`config.mk`:
```
export PLATFORM = sky130hd
export DESIGN_NAME = uart_fifo_bridge
export DESIGN_NICKNAME = d
export VERILOG_FILES = /design/src/rtl/uart_fifo_bridge.sv
export SDC_FILE = /design/constraint.sdc
export NUM_CORES = 1
export LEC_CHECK = 0
export CORE_MARGIN = 3
export CORE_UTILIZATION = 50
export CTS_BUF_LIST = sky130_fd_sc_hd__clkbuf_16
export CTS_CLUSTER_SIZE = 10
export DETAILED_ROUTE_END_ITERATION = 8
export PLACE_DENSITY = 0.76
export SLEW_MARGIN = 20
export SYNTH_ARGS = -nofsm -noshare
export SYNTH_HDL_FRONTEND = slang
export SYNTH_SLANG_ARGS = --single-unit
```
`constraint.sdc`:
```
create_clock -name iClk -period 4.4 [get_ports iClk]
set_input_delay 0.66 -clock iClk [delete_from_list [all_inputs] [get_ports iClk]]
set_output_delay 0.66 -clock iClk [all_outputs]
set_load 0.1 [all_outputs]
```
`src/rtl/uart_fifo_bridge.sv`:
```
// uart_fifo_bridge: CPU-facing TX/RX byte FIFOs plus a sequencer that is the
// only master of the UART's 4-word register port (config, load, go, rx read).
module uart_fifo_bridge #(
  parameter int unsigned DEPTH   = 16,
  parameter int unsigned AW      = 4,
  parameter bit          PRIO_RX = 1'b1
) (
  input  logic        iClk,
  input  logic        iRst,
  input  logic [1:0]  iAddr,
  input  logic [15:0] iData,
  output logic [15:0] oData,
  input  logic        iWrite,
  input  logic        iEnable,
  output logic        oInt,
  output logic [1:0]  oUAddr,
  output logic [15:0] oUData,
  input  logic [15:0] iUData,
  output logic        oUWrite,
  output logic        oUEnable,
  input  logic        iUInt
);

  localparam int unsigned LW = AW + 1;
  localparam int unsigned DW = 16;

  typedef enum logic [2:0] {
    S_IDLE  = 3'd0,
    S_CFGWR = 3'd1,
    S_POLL  = 3'd2,
    S_LOAD  = 3'd3,
    S_GO    = 3'd4,
    S_RXRD  = 3'd5
  } state_t;

  state_t state, state_nxt;

  // Control/status registers
  logic [DW-1:0] cfg, cfg_next;
  logic          cfgpend, rxpend, ovf, uint_prev;

  // TX FIFO
  logic [7:0]    tx_mem [DEPTH];
  logic [AW-1:0] tx_wp, tx_rp;
  logic [LW-1:0] tx_level;
  logic          tx_full, tx_empty, tx_push, tx_pop, tx_flush;
  logic [7:0]    tx_head;

  // RX FIFO
  logic [7:0]    rx_mem [DEPTH];
  logic [AW-1:0] rx_wp, rx_rp;
  logic [LW-1:0] rx_level;
  logic          rx_full, rx_empty, rx_push, rx_pop, rx_flush, rx_drop;
  logic [7:0]    rx_head;

  // CPU decode
  logic          cpu_rd, cpu_wr, cfg_wr, ctl_wr, uint_rise, busy;
  logic [DW-1:0] status, rd_data;

  // Registered UART-port outputs, computed for the state being entered
  logic [1:0]    u_addr_nxt;
  logic [DW-1:0] u_data_nxt;
  logic          u_write_nxt, u_enable_nxt;

  // Only bit 7 of the UART status word is consulted
  logic          unused_udata;
  assign unused_udata = ^{iUData[15:8], iUData[6:0]};

  assign cpu_rd   = iEnable & ~iWrite;
  assign cpu_wr   = iEnable & iWrite;
  assign cfg_wr   = cpu_wr & (iAddr == 2'd0);
  assign ctl_wr   = cpu_wr & (iAddr == 2'd3);
  assign tx_flush = ctl_wr & iData[1];
  assign rx_flush = ctl_wr & iData[2];
  assign cfg_next = cfg_wr ? {iData[15:8], 1'b0, iData[6:0]} : cfg;

  assign tx_full  = (tx_level == LW'(DEPTH));
  assign tx_empty = (tx_level == '0);
  assign rx_full  = (rx_level == LW'(DEPTH));
  assign rx_empty = (rx_level == '0);
  assign tx_head  = tx_mem[tx_rp];
  assign rx_head  = rx_mem[rx_rp];

  assign tx_pop   = (state == S_LOAD) & ~tx_empty;
  assign tx_push  = cpu_wr & (iAddr == 2'd1) & (~tx_full | tx_pop);
  assign rx_pop   = cpu_rd & (iAddr == 2'd2) & ~rx_empty;
  assign rx_push  = (state == S_RXRD) & (~rx_full | rx_pop);
  assign rx_drop  = (state == S_RXRD) & ~rx_push;

  assign uint_rise = iUInt & ~uint_prev;
  assign busy      = (state != S_IDLE);
  assign status    = {8'h00, 2'b00, busy, ovf, rx_full, rx_empty, tx_empty, tx_full};

  // TX FIFO storage
  always_ff @(posedge iClk) begin
    if (tx_push) tx_mem[tx_wp] <= iData[7:0];
  end

  // TX FIFO pointers and level; flush wins over a same-cycle pop
  always_ff @(posedge iClk) begin
    if (iRst || tx_flush) begin
      tx_wp    <= '0;
      tx_rp    <= '0;
      tx_level <= '0;
    end else begin
      if (tx_push) tx_wp <= tx_wp + AW'(1);
      if (tx_pop)  tx_rp <= tx_rp + AW'(1);
      case ({tx_push, tx_pop})
        2'b10:   tx_level <= tx_level + LW'(1);
        2'b01:   tx_level <= tx_level - LW'(1);
        default: tx_level <= tx_level;
      endcase
    end
  end

  // RX FIFO storage
  always_ff @(posedge iClk) begin
    if (rx_push) rx_mem[rx_wp] <= iUData[7:0];
  end

  // RX FIFO pointers and level
  always_ff @(posedge iClk) begin
    if (iRst || rx_flush) begin
      rx_wp    <= '0;
      rx_rp    <= '0;
      rx_level <= '0;
    end else begin
      if (rx_push) rx_wp <= rx_wp + AW'(1);
      if (rx_pop)  rx_rp <= rx_rp + AW'(1);
      case ({rx_push, rx_pop})
        2'b10:   rx_level <= rx_level + LW'(1);
        2'b01:   rx_level <= rx_level - LW'(1);
        default: rx_level <= rx_level;
      endcase
    end
  end

  // Previous iUInt for edge detection; tracked through reset to avoid a false edge
  always_ff @(posedge iClk) begin
    uint_prev <= iUInt;
  end

  // Config, pending flags and overflow sticky bit
  always_ff @(posedge iClk) begin
    if (iRst) begin
      cfg     <= '0;
      cfgpend <= 1'b0;
      rxpend  <= 1'b0;
      ovf     <= 1'b0;
      oInt    <= 1'b0;
    end else begin
      cfg <= cfg_next;
      if (cfg_wr)                 cfgpend <= 1'b1;
      else if (state == S_CFGWR)  cfgpend <= 1'b0;
      if (state == S_RXRD)        rxpend  <= 1'b0;
      else if (uint_rise)         rxpend  <= 1'b1;
      if ((uint_rise && rxpend) || rx_drop) ovf <= 1'b1;
      else if (ctl_wr && iData[0])          ovf <= 1'b0;
      oInt <= cfg[6] & ~rx_empty;
    end
  end

  // Sequencer state register
  always_ff @(posedge iClk) begin
    if (iRst) state <= S_IDLE;
    else      state <= state_nxt;
  end

  // Sequencer next state: config first, then receive, then transmit
  always_comb begin
    state_nxt = state;
    case (state)
      S_IDLE: begin
        if (cfgpend)                              state_nxt = S_CFGWR;
        else if (rxpend && (PRIO_RX || tx_empty)) state_nxt = S_RXRD;
        else if (!tx_empty)                       state_nxt = S_POLL;
      end
      S_CFGWR: state_nxt = S_IDLE;
      S_POLL: begin
        if (iUData[7] || tx_empty || tx_flush) state_nxt = S_IDLE;
        else                                    state_nxt = S_LOAD;
      end
      S_LOAD:  state_nxt = S_GO;
      S_GO:    state_nxt = S_IDLE;
      S_RXRD:  state_nxt = S_IDLE;
      default: state_nxt = S_IDLE;
    endcase
  end

  // UART-port drive for the state being entered; cfg_next lets GO see a late cfg write
  always_comb begin
    u_addr_nxt   = 2'd0;
    u_data_nxt   = '0;
    u_write_nxt  = 1'b0;
    u_enable_nxt = 1'b0;
    case (state_nxt)
      S_CFGWR: begin
        u_data_nxt   = cfg_next;
        u_write_nxt  = 1'b1;
        u_enable_nxt = 1'b1;
      end
      S_POLL: begin
        u_enable_nxt = 1'b1;
      end
      S_LOAD: begin
        u_addr_nxt   = 2'd1;
        u_data_nxt   = {8'h00, tx_head};
        u_write_nxt  = 1'b1;
        u_enable_nxt = 1'b1;
      end
      S_GO: begin
        u_data_nxt   = cfg_next | 16'h0080;
        u_write_nxt  = 1'b1;
        u_enable_nxt = 1'b1;
      end
      S_RXRD: begin
        u_addr_nxt   = 2'd2;
        u_enable_nxt = 1'b1;
      end
      default: ;
    endcase
  end

  // UART-port output registers
  always_ff @(posedge iClk) begin
    if (iRst) begin
      oUAddr   <= 2'd0;
      oUData   <= '0;
      oUWrite  <= 1'b0;
      oUEnable <= 1'b0;
    end else begin
      oUAddr   <= u_addr_nxt;
      oUData   <= u_data_nxt;
      oUWrite  <= u_write_nxt;
      oUEnable <= u_enable_nxt;
    end
  end

  // CPU read mux, combinational
  always_comb begin
    rd_data = '0;
    case (iAddr)
      2'd0: rd_data = status;
      2'd1: rd_data = DW'(tx_level);
      2'd2: rd_data = rx_empty ? '0 : {8'h00, rx_head};
      2'd3: rd_data = DW'(rx_level);
      default: ;
    endcase
    oData = iEnable ? rd_data : '0;
  end

endmodule

```
==> summary.md <==
| Metric | Value |
|---|---|
| Status | finished, final reports clean |
| FFs w/ async S/R, synth | 0 |
| Peak VDD IR | between 200 and 300 uV |
| CTS Hold Bufs | 0 |
| Congestion Overflow GR | 0 |
| Synth Area per Inst | 16.2 um2 |
| Initial core utilization | 0.511 |
| Switching share of power | 0.204 |
| CTS H-tree lvls | 2 |
| Hold path startpoint | cfg[7]$_SDFF_PP0_ |
| Post-Syn Area | approximately 13000 um2 |
| Max frequency | ~0.26 GHz |
| Sequential cell area fraction in the yosys report | 0.693 |
| Setup TNS | 0 ns |
| Core ar. | between 20000 and 30000 um2 |
| Worst path arrival time | 3.16 ns |
| Clock group share of total power | 0.441 |
| Gr busiest metal | met2 |
| Power Dens Cells | approximately 420 nW/um2 |
| Die height | around 170 um |
| Total Routed Length | ~26000 um |
| Int Power | 0.00513 W |
| Residual DRC count | 0 |
| First-pass GRT wire length | around 40000 um |
| CTS tree | done |
| Setup Buffers After CTS | 0 |
| DIE WIDTH | around 170 um |
| Cts repair resizes | 0 |
| RSZ-0062 raised after global routing | no |
| DR vias/cell | around 5.7 |
| WL per Instance | roughly 21 um |
| Hpwl dp | 17200 um |
| Min-delay worst type | flop to flop |
| WS Path Type | flop to primary output |
| Reg power frac | 0.528 |
| Worst-skew pair later-pin latency | 0.51 ns |
| Vias | ~7300 |
| Starting DRT DRC Count | 725 |
| Ys Warns | 0 |
| Yosys reg bits | roughly 330 |
| Most used flip-flop cell after synthesis | edfxtp_1 |
| Critical Path RT | about 3.7 ns |
| Die area | 28700 um2 |
| Setup crit end kind | primary output |
| Leak | 5.17 nW |
| Crit path time final | approximately 3.8 ns |
| Pins Over Slew Limit | 0 |
| Met3 Usage GRT | 0.0401 |
| Final ANT Viol Nets | 0 |
| Routability congestion estimate | 0.826 |
| Number of placed I/O pins | 76 |
| Clk sinks | 334 |
| Finish-stage setup viols | 0 |
| Syn-to-layout area delta | 16.4% |
| Period Utilization, post-route | 0.867 |
| Startpoint Class | flop |
| Largest net degree at the start of global routing | 25 |
| P_sw | between 0.001 and 0.0015 W |
| Worst slew pin tran | 1.03 ns |
| Initial antenna violation count | 0 |
| Buffers added on ports | just under 60 |
| Vias in the first global route | ~7400 |
| Netlist cell types | 53 |
| # rows | 59 |
| Max Cap Violations | 0 |
| Layout cells sized above 1 | 0.169 |
| Inserted Diodes | 0 |
| Hold Vio Cnt, Final | 0 |
| Met2 GRT Util | 0.287 |
| Slew headroom | 0.310 |
| Combinational group share of total power | 0.031 |
| Number of flops mapped to enable cells by yosys | 256 |
| Longest Clk Path Bufs | 3 |
| Detailed Routing Iterations Pass 1 | 5 |
| CTS clk-pin slew, worst paths | 0.06 ns |
| Num CTS Buffers | 39 |
| Total GRT Usage | 0.185 |
| Worst-path maximum fanout | 15 |
| M1 GR Usage | 0.268 |
| Clk root buf | clkbuf_16 |
| Min Hold Slack | around 0.43 ns |
| Final worst clock skew | 0.0109 ns |
| Worst R2R Setup Slack | about 1.2 ns |
| Worst r2r src | tx_level[1]$_SDFFE_PP0P_ |
| Synth Instances | slightly above 800 |
| # nets final | 971 |
final timing paths:
path | cells past startpoint | to
max | 6 | oData[5]
min | 2 | cfg[7]$_SDFF_PP0_
max reg2reg | 12 | tx_level[4]$_SDFFE_PP0P_
min reg2reg | 2 | cfg[7]$_SDFF_PP0_
stage by stage:
| step | instances | setup slack [ns] | total power [W] | util | area, um2 |
|---|---|---|---|---|---|
| 2_1_floorplan | 829 | 0.146 | 0.00359 | - | 13400 |
| 3_3_place_gp | 1206 | 0.576 | 0.00367 | 0.550 | 14400 |
| 3_5_place_dp | 1206 | 0.530 | 0.00367 | 0.550 | 14400 |
| 4_1_cts | 1278 | 0.504 | 0.00650 | 0.594 | 15500 |
| 5_1_grt | 1278 | 0.465 | 0.00664 | 0.594 | 15500 |
| 6_report | 1278 | 0.585 | 0.00645 | 0.594 | 15500 |
cells in the mapped netlist, types with 6 or more instances:
library cell / n / area, um2
nor3_1: 13 / 65.1
o22ai_1: 8 / 50.1
o21ai_0: 10 / 50.1
dfxtp_1: 78 / 1560
nor2_1: 90 / 338
nand2_1: 44 / 165
inv_1: 20 / 75.1
ha_1: 18 / 225
edfxtp_1: 256 / 7690
buf_4: 13 / 97.6
buf_1: 9 / 33.8
xor2_1: 10 / 87.6
and2_1: 13 / 81.3
nor2b_1: 9 / 56.3
mux4_2: 61 / 1370
a211oi_1: 6 / 45.0
a22o_1: 14 / 123
nand2b_1: 9 / 56.3
mux2_2: 6 / 67.6
clkbuf_1: 11 / 41.3
buf_2: 11 / 55.1
mux2i_1: 22 / 220
xnor2_1: 6 / 52.6
a21oi_1: 35 / 175
area by class of cell:
class	count	area [um2]
multi-input cells	428	3790
well taps	335	419
fillers	1890	10600
repair buffers	89	833
inverters	20	75.1
clock buffers	41	1030
flip-flops and latches	334	9250
clock inverters	31	133
state kept, by name, summed over array words and instances, names as in the netlist, named ones only:
signal / cells
tx_rp: 4
rx_wp: 4
tx_level: 5
rxpend: 1
cfgpend: 1
ovf: 1
oUWrite: 1
rx_rp: 4
tx_wp: 4
uint_prev: 1
state: 3
cfg: 16
oUData: 16
oUAddr: 2
oInt: 1
oUEnable: 1
rx_mem: 128
rx_level: 5
tx_mem: 128
cells in the final DEF, fill, tap and decap left out, drive strengths merged, types with 8 or more instances in the layout:
cell type	count
clkbuf	41
o21ai	10
dfxtp	78
nor2b	9
nor2	90
and2	13
edfxtp	256
xor2	10
buf	38
a21oi	35
nand2	45
mux2i	22
nand2b	9
inv	50
mux4	66
nor3	14
a22o	14
o22ai	8
clkdlybuf4s50	51
conb	8
ha	18
power groups by stage:
stage	registers, W	logic, W	clock network, W
floorplan	0.00348	0.000102	0
global placement	0.00347	0.000193	0
detailed placement	0.00347	0.000198	0
CTS	0.00341	0.000198	0.00289
global route	0.00341	0.000213	0.00302
finish	0.00341	0.000199	0.00284
per-layer routing:
metal | vias to the layer above | part of all wire
met3 | 45 | 0.079
met4 | 0 | 0.021
met5 | - | 0
met2 | 323 | 0.47
li1 | 3308 | -
met1 | 3661 | 0.43
worst max-delay path, cell delays in order, from the launching register on:
cell and delay, ns:
dfxtp_1 0.90, buf_4 0.30, mux4_2 0.49, mux2_2 0.27, o21ai_0 0.25, o21ai_0 0.16, buf_4 0.26
kinds of logic (layout without fill, tap and decap cells):
kind of cell,Yosys count,after routing,share of synthesized area
flip-flops,334,334,0.693
multiplexers,94,94,0.134
buffers and inverters,67,181,0.0252
AND/OR/NAND/NOR,203,203,0.0734
AO/OA/AOI/OAI,87,87,0.0431
XOR/XNOR,16,16,0.0105
other,1,8,0.000281
adder cells (fa/ha/maj),20,20,0.0199
(Power assumes the default switching activity.)
==> variant: new RTL, same flow settings <==
Re-encode `state_t` (6 states) as Gray code, 3 bits wide.
--- a/src/rtl/uart_fifo_bridge.sv
+++ b/src/rtl/uart_fifo_bridge.sv
@@ -27,8 +27,8 @@
   typedef enum logic [2:0] {
-    S_IDLE  = 3'd0,
-    S_CFGWR = 3'd1,
-    S_POLL  = 3'd2,
-    S_LOAD  = 3'd3,
-    S_GO    = 3'd4,
-    S_RXRD  = 3'd5
+    S_IDLE  = 3'b000,
+    S_CFGWR = 3'b001,
+    S_POLL  = 3'b011,
+    S_LOAD  = 3'b010,
+    S_GO    = 3'b110,
+    S_RXRD  = 3'b111
   } state_t;
Function: same outputs for any inputs over 4 cycles, from zero or initial values and one cycle with iRst high; so few cycles prove little.
==> variant against the original RTL <==
Routed wire length is 3.1% higher; area after synthesis is 0.88% lower; setup slack better by 0.14 ns; power is 0.36% higher; sequential cell count stayed put; via count is 0.71% higher; critical path type unchanged; design area is 0.89% lower.
==> variant: results (changes against the original RTL) <==
Yosys
  – Cell Area, Synth: 13200 sq um (was 13300 sq um)
  – Complex-gate fraction of the synthesized area: 4.63% (was 4.31%)
  – Register area share after synthesis: 69.9% (was 69.3%)
  – Top post-synthesis cells by area: edfxtp_1 58%, dfxtp_1 12%, mux4_2 10% (unchanged)
  – Synth async-reset ratio: 0% (unchanged)
  – Synth unique cells: 62 (was 53)
  – XOR/XNOR Fraction of Synth Area: 1.19% (was 1.05%)
  – Synth cell count leaders: 256 x edfxtp_1, 96 x nor2_1, 78 x dfxtp_1 (was 256 x edfxtp_1, 90 x nor2_1, 78 x dfxtp_1)
  – Post-synthesis mux area share: 12.8% (was 13.4%)
  – Synthesized-area fraction occupied by adder cells: 2.01% (was 1.99%)
  – EDFF count, synth: 256 (unchanged)
  – Synth Warn #: 0 (unchanged)

Routing
  – Routed WL: 27100 microns (was 26200 microns)
  – DRT Pass-1 Iters: 5 (unchanged)
  – Vias: 7389 (was 7337)
  – Drt initial violations: 895 (was 725)

STA
  – Worst slew pin tran: 1.07 ns (was 1.03 ns)
  – Finish-stage setup viols: 0 (unchanged)
  – Clock Skew: 0.0225 ns (was 0.0109 ns)

Hold path
  – Worst hold path type: flop to flop (unchanged)
  – Worst hold stages: 1 (was 2)

Placement
  – GPL Wtd Cong: 0.808 (was 0.826)
  – Dpl hpwl: 17200 microns (about the same)
  – PortBufs: 59 (unchanged)

Clock tree
  – Cts bufs inserted: 39 (unchanged)
  – H-tree depth: 2 (unchanged)
  – Clk pin slew, worst setup/hold paths: approximately 0.050 ns
  – Clk root buf: clkbuf_16 (unchanged)
  – Clk_lat worst skew: 0.52 ns
  – Total setup buffers inserted after CTS: 0 (unchanged)
  – Maximum buffer depth of the clock tree: 3 (unchanged)
  – Resized Gates After CTS: 0 (unchanged)

Power
  – Clk. pwr: 2.81 mW
  – Switching part of the total: 21.0% (was 20.4%)
  – LEAKAGE: 5.14 nW (was 5.17 nW)
  – Comb power: 0.249 mW (was 0.199 mW)
  – IR drop worst, VDD: 0.000274 V (was 0.000258 V)

Finish
  – Ant. Diodes: 0 (unchanged)
  – Nets@finish: 970 (was 971)
  – Layout cells sized above 1: 17.0% (was 16.9%)
  – Top flop regs: rx_mem: 128 flops, tx_mem: 128 flops (unchanged)

Worst setup path
  – Max incr delay on CP: 0.75 ns (was 0.90 ns)
  – Crit path DAT: 3.02 ns (was 3.16 ns)
  – Slowest CP cell: dfxtp_2 (was dfxtp_1)
  – Crit-path leading delay family: flip-flops (unchanged)
  – FF-to-FF path depth: 10 (was 12)
  – CP Max Fanout: 21 (was 15)

GRT
  – First-pass GRT wire length: 41900 microns (was 41000 microns)
  – Antenna violations before repair: 0 (unchanged)
  – Largest net degree at the start of global routing: 33 (was 25)
  – Tot GR Track Use: 19.1% (was 18.5%)
  – GR Overflow Total: 0 (unchanged)

Outcome
  – Outcome: completed (unchanged)
-- variant: cell count changes in the layout (fill, tap and decap cells not counted), moves of 4 or more --
cell,delta
a21oi_1,-12
a31oi_1,+4
and2_1,-12
inv_1,-7
mux2i_1,+6
mux4_1,-5
nand3_1,+7
nor2_1,+6
o21ai_0,+6
-- variant: path summary, 6_finish.rpt --
kind / startpoint / end / slack [ns]
worst max-delay path: flop / oData[4] / 0.72
worst min-delay path: cfg[6] / oInt / 0.48
worst max register to register: state[1] / tx_level[4] / 1.14
worst min register to register: cfg[6] / oInt / 0.48
-- variant: layout make-up --
cell class | count | area [sq um]
fillers | 1801 | 10200
flip-flops and latches | 334 | 9250
multi-input cells | 433 | 3730
clock buffers | 40 | 1000
repair buffers | 88 | 801
well taps | 330 | 413
clock inverters | 32 | 138
inverters | 15 | 56.3
-- variant: cells by family after synthesis --
kind of cell	Yosys count
AO/OA/AOI/OAI	90
XOR/XNOR	18
adder cells (fa/ha/maj)	20
buffers and inverters	62
flip-flops	334
multiplexers	92
other	1
AND/OR/NAND/NOR	205
-- variant: stage by stage --
stage                     power (mW)  area [sq um]  instances  setup slack [ns]
final                           6.48         15400       1272             0.725
after global routing            6.67         15400       1272             0.581
after CTS                       6.52         15400       1272             0.700
after detailed placement        3.73         14200       1200             0.654
after global placement          3.72         14200       1200             0.719
after floorplan                 3.64         13300        829             0.181
-- variant: routing by layer --
| metal | up-vias | GRT usage, % | share of wire, % |
|---|---|---|---|
| li1 | 3316 | - | - |
| met1 | 3718 | 27.9 | 44 |
| met2 | 295 | 29.5 | 47 |
| met3 | 60 | 3.48 | 7.1 |
| met4 | 0 | 6.23 | 2.6 |
| met5 | - | 0 | 0 |
